### config.mk
export PLATFORM = sky130hd
export DESIGN_NAME = bcd_addsub_serial
export DESIGN_NICKNAME = d
export VERILOG_FILES = /design/src/rtl/bcd_pkg.sv /design/src/rtl/bcd_digit_adder.sv /design/src/rtl/bcd_addsub_serial.sv
export SDC_FILE = /design/constraint.sdc
export NUM_CORES = 1
export LEC_CHECK = 0
export CAP_MARGIN = 20
export CORE_UTILIZATION = 59
export CTS_BUF_LIST = sky130_fd_sc_hd__clkbuf_2 sky130_fd_sc_hd__clkbuf_4 sky130_fd_sc_hd__clkbuf_8
export DETAILED_ROUTE_END_ITERATION = 12
export GPL_ROUTABILITY_DRIVEN = 0
export PLACE_DENSITY = 0.87
export SYNTH_ARGS = -nofsm -noshare
export SYNTH_HDL_FRONTEND = slang
export SYNTH_SLANG_ARGS = --single-unit
### constraint.sdc
create_clock -name clk -period 7.6 [get_ports clk]
set_input_delay 1.14 -clock clk [delete_from_list [all_inputs] [get_ports clk]]
set_output_delay 1.14 -clock clk [all_outputs]
set_load 0.1 [all_outputs]
### src/rtl/bcd_pkg.sv
// Shared types and helpers for the digit-serial BCD adder/subtractor.
package bcd_pkg;

   typedef enum logic [2:0] {
      IDLE  = 3'd0,
      CHECK = 3'd1,
      ADD   = 3'd2,
      FIX   = 3'd3,
      DONE  = 3'd4
   } state_t;

   typedef logic [3:0] bcd_digit_t;

   localparam bcd_digit_t BCD_MAX = 4'd9;
   localparam bcd_digit_t BCD_ADJ = 4'd6;

   // True when the nibble is a legal decimal digit.
   function automatic logic is_bcd(input bcd_digit_t d);
      return (d <= BCD_MAX);
   endfunction

endpackage

### src/rtl/bcd_digit_adder.sv
// Combinational single-digit decimal adder: a + b + cin with decimal correction.
// Both addends are expected to be valid BCD digits, so the raw sum is at most 19.
module bcd_digit_adder
   import bcd_pkg::*;
(
   input  bcd_digit_t a,
   input  bcd_digit_t b,
   input  logic       cin,
   output bcd_digit_t digit,
   output logic       cout
);

   logic [4:0] sum;

   // Binary add, then fold sums above 9 back into a decimal digit plus carry.
   always_comb begin
      sum = {1'b0, a} + {1'b0, b} + {4'b0000, cin};
      if (sum > {1'b0, BCD_MAX}) begin
         digit = sum[3:0] + BCD_ADJ;
         cout  = 1'b1;
      end else begin
         digit = sum[3:0];
         cout  = 1'b0;
      end
   end

endmodule

### src/rtl/bcd_addsub_serial.sv
// Digit-serial packed-BCD adder/subtractor, one decimal digit per clock, LSD first.
// Handshake: a request is taken on any rising edge where start=1 and ready=1
// (ready is high only in IDLE); start while ready=0 is ignored. done pulses for
// exactly one cycle, and result/carry/neg/err are valid from that cycle and hold
// until the done of the next operation.
module bcd_addsub_serial
   import bcd_pkg::*;
#(
   parameter int DIGITS = 4
) (
   input  logic                clk,
   input  logic                rst,
   input  logic                start,
   input  logic                mode,
   input  logic [4*DIGITS-1:0] a,
   input  logic [4*DIGITS-1:0] b,
   output logic                ready,
   output logic                done,
   output logic [4*DIGITS-1:0] result,
   output logic                carry,
   output logic                neg,
   output logic                err,
   output state_t              state_dbg
);

   localparam int W  = 4 * DIGITS;
   localparam int CW = $clog2(DIGITS + 1);

   state_t         state;
   logic [W-1:0]   a_sh;
   logic [W-1:0]   b_sh;
   logic [W-1:0]   work;
   logic           mode_r;
   logic           c;
   logic [CW-1:0]  cnt;

   logic           operands_ok;
   logic           last_digit;
   bcd_digit_t     add_a;
   bcd_digit_t     add_b;
   bcd_digit_t     add_digit;
   logic           add_cin;
   logic           add_cout;
   logic [W+3:0]   work_cat;
   logic [W+3:0]   a_cat;
   logic [W+3:0]   b_cat;
   logic [W-1:0]   work_next;
   logic [W-1:0]   a_rot;
   logic [W-1:0]   b_rot;

   assign state_dbg  = state;
   assign last_digit = (cnt == CW'(DIGITS - 1));

   // Scan every nibble of the latched operands for non-decimal codes.
   always_comb begin
      operands_ok = 1'b1;
      for (int i = 0; i < DIGITS; i++) begin
         if (!is_bcd(a_sh[4*i +: 4]) || !is_bcd(b_sh[4*i +: 4]))
            operands_ok = 1'b0;
      end
   end

   // Adder input mux: operands (B nines-complemented for subtract) in ADD,
   // nines-complement of the working digit in FIX.
   always_comb begin
      add_a   = a_sh[3:0];
      add_b   = mode_r ? (BCD_MAX - b_sh[3:0]) : b_sh[3:0];
      add_cin = c;
      if (state == FIX) begin
         add_a = BCD_MAX - work[3:0];
         add_b = '0;
      end
   end

   bcd_digit_adder u_digit_adder (
      .a     (add_a),
      .b     (add_b),
      .cin   (add_cin),
      .digit (add_digit),
      .cout  (add_cout)
   );

   // Shift/rotate by one digit; written via concatenate-and-shift so DIGITS=1 works.
   always_comb begin
      work_cat  = {add_digit, work} >> 4;
      a_cat     = {a_sh[3:0], a_sh} >> 4;
      b_cat     = {b_sh[3:0], b_sh} >> 4;
      work_next = work_cat[W-1:0];
      a_rot     = a_cat[W-1:0];
      b_rot     = b_cat[W-1:0];
   end

   // Control FSM with the datapath registers and registered outputs.
   always_ff @(posedge clk) begin
      if (rst) begin
         state  <= IDLE;
         ready  <= 1'b1;
         done   <= 1'b0;
         result <= '0;
         carry  <= 1'b0;
         neg    <= 1'b0;
         err    <= 1'b0;
         a_sh   <= '0;
         b_sh   <= '0;
         work   <= '0;
         mode_r <= 1'b0;
         c      <= 1'b0;
         cnt    <= '0;
      end else begin
         done <= 1'b0;
         case (state)
            IDLE: begin
               if (start) begin
                  a_sh   <= a;
                  b_sh   <= b;
                  mode_r <= mode;
                  ready  <= 1'b0;
                  state  <= CHECK;
               end
            end
            CHECK: begin
               if (!operands_ok) begin
                  result <= '0;
                  carry  <= 1'b0;
                  neg    <= 1'b0;
                  err    <= 1'b1;
                  done   <= 1'b1;
                  state  <= DONE;
               end else begin
                  cnt   <= '0;
                  c     <= mode_r;
                  work  <= '0;
                  state <= ADD;
               end
            end
            ADD: begin
               work <= work_next;
               a_sh <= a_rot;
               b_sh <= b_rot;
               c    <= add_cout;
               cnt  <= cnt + CW'(1);
               if (last_digit) begin
                  if (!mode_r || add_cout) begin
                     // Sum, or non-negative difference: the working value is final.
                     result <= work_next;
                     carry  <= !mode_r && add_cout;
                     neg    <= 1'b0;
                     err    <= 1'b0;
                     done   <= 1'b1;
                     state  <= DONE;
                  end else begin
                     // No end-around carry means A<B: convert to magnitude.
                     c     <= 1'b1;
                     cnt   <= '0;
                     state <= FIX;
                  end
               end
            end
            FIX: begin
               work <= work_next;
               c    <= add_cout;
               cnt  <= cnt + CW'(1);
               if (last_digit) begin
                  result <= work_next;
                  carry  <= 1'b0;
                  neg    <= 1'b1;
                  err    <= 1'b0;
                  done   <= 1'b1;
                  state  <= DONE;
               end
            end
            DONE: begin
               ready <= 1'b1;
               state <= IDLE;
            end
            default: begin
               ready <= 1'b1;
               state <= IDLE;
            end
         endcase
      end
   end

endmodule
==> metrics.txt <==
top-level port count 60; initial DRC count 163; drt total wl 7.75 mm; max cap viols 0; warning count from the yosys run 0; FFs w/ async S/R, synth 0; root buf cell clkbuf_8; largest net degree at the start of global routing 65; design area 4420 um2; WP data arrival 4.45 ns; CTS resizes 0; drt pass-1 iters 4; clock tree sinks 77; cells along the critical path nand2_1 > or2_2 > a21oi_1 > fa_1 > inv_1 > fa_1 > o22a_1 > o221ai_2 > o311ai_4 > o221ai_2 > buf_4 > or4_1 > a21oi_1; number of synthesized flops with an enable pin 0; critical path's slowest cell dfxtp_1; first-pass GRT wire length 12.8 mm; n_diodes 0; HP Class flop to flop; Synthesized Nets 466; DP Area 4200 um2; Die H 80.4 um; # rows 28; synthesized flop and latch total 77; Slew HR 0.306; H-tree levels 3; total power 1.69 mW; Final Worst Setup Slack 3.42 ns; Fin Hold WS 0.444 ns; critical path buffer and inverter count 2; Routed Antenna Nets 0; Clock Skews 0.00823 ns; final non-filler cell total 542; minimum clock period 4.18 ns; main flop type after synthesis dfxtp_1; CP max FO 36; Cells after Synth 419; port bufs 59; Max rail drop VDD 0.215 mV; Clk Latency, worst-skew pair 0.35 ns; fin util 0.747; Core ar. 5920 um2; mapped cell area 3630 um2; Hold-fix buffers, CTS 0; Avg Cell Area, Syn 8.66 um2; setup bufs post-CTS 0; commonest non-fill, non-tap cell in the layout dfxtp_1; Die X 80.4 um; P_leak 1.92 nW; Cell Pwr Density 382 nW/um2; share of cells above drive strength 1 0.0621; Final Max Tran Viols 0; WP data required 7.87 ns; fill count 435; clk slew on worst S/H paths 0.08 ns; Critical Path End Type flop; die footprint 6470 um2; period utilization 0.549; # nets final 509; CTS buffer count 9; RSZ-0062 raised after global routing false; post-place setup slack 3.48 ns; kind of critical path flop to flop; register area share after synthesis 0.425; CP delay by family, top compound AO/OA/AOI/OAI gates; Layout area overhead 21.9%; crit-path max cell delay 0.64 ns; post-synth cell types 43; grt ovf 0; Initial Util 0.613; initial antenna violation count 0; DRC 0; Total GRT Usage 0.259; detailed placement HPWL 5.31 mm; Worst setup SP type flop; outcome complete, no violations; actual transition at the worst max-transition pin 1.04 ns; vias in the first global route 2,800; Vias/cell 5.62; WL/cell 14.3 um; Vias 3,047; final hold vios 0; FMAX 240 MHz; Placed Cells 525; setup TNS 0 ns; final setup vio count 0; most frequent cells in the layout dfxtp_1 (77), nand2_1 (66), clkdlybuf4s50_1 (58); CTS max path bufs 2; CTS tree done
flip-flops by register name (all words and copies together), names as in the netlist:
name / count
carry: 1
cnt: 3
state_dbg: 3
err: 1
mode_r: 1
add_cin: 1
neg: 1
work: 16
b_sh: 16
a_sh: 16
result: 16
ready: 1
done: 1
report_power, final:
group,switching (mW),total [mW],leakage [nW],internal (mW)
Combinational,0.501,0.792,1.18,0.292
Sequential,0.0897,0.586,0.629,0.497
Clock,0.151,0.310,0.106,0.160
Total,0.741,1.69,1.92,0.948
Yosys cell counts, types with 3 or more instances:
library cell	number	area, um2
a21oi_1	5	25.0
clkbuf_1	23	86.3
nor4_1	3	18.8
nand3b_1	16	120
ha_1	9	113
nand2b_1	5	31.3
inv_1	13	48.8
buf_2	4	20.0
dfxtp_1	77	1540
o21ai_0	35	175
nor2_1	45	169
o21a_1	3	22.5
a211oi_1	35	263
xor2_1	3	26.3
nor3_1	4	20.0
nand2_1	67	251
mux2i_1	36	360
final timing paths:
| check | startpoint | endpoint | slack, ns | depth (start not counted) |
|---|---|---|---|---|
| setup / recovery | state_dbg[1] | carry | 3.42 | 13 |
| hold / removal | work[9] | work[9] | 0.44 | 2 |
| setup reg to reg | state_dbg[1] | carry | 3.42 | 13 |
| hold reg to reg | work[9] | work[9] | 0.44 | 2 |
cell families after synthesis:
group           synth area share
simple gates               0.186
compound gates             0.185
flops                      0.425
buf+inv                   0.0479
mux                        0.102
fa+ha+maj                 0.0421
xor+xnor                  0.0121
area by class of cell:
type                    count  area [um2]  area share
multi-input cells         299        1920       0.434
flip-flops and latches     77        1540       0.349
repair buffers             62         621       0.140
clock buffers              10         138      0.0311
well taps                  75        93.8      0.0212
clock inverters             6        62.6      0.0141
inverters                  13        48.8      0.0110
routing by layer:
layer  global-route usage  wire [um]  up-vias
met5                    0          0        -
met4                0.116        218        0
met3               0.0693        388       21
met2                0.417       3650       90
met1                0.322       3500     1381
li1                     -          -     1555
tightest hold or removal path, cell delays in order (launching register included):
cell and delay [ns]:
dfxtp_1 0.32, nand2_1 0.05, nand2_1 0.04
(Power assumes the default switching activity.)
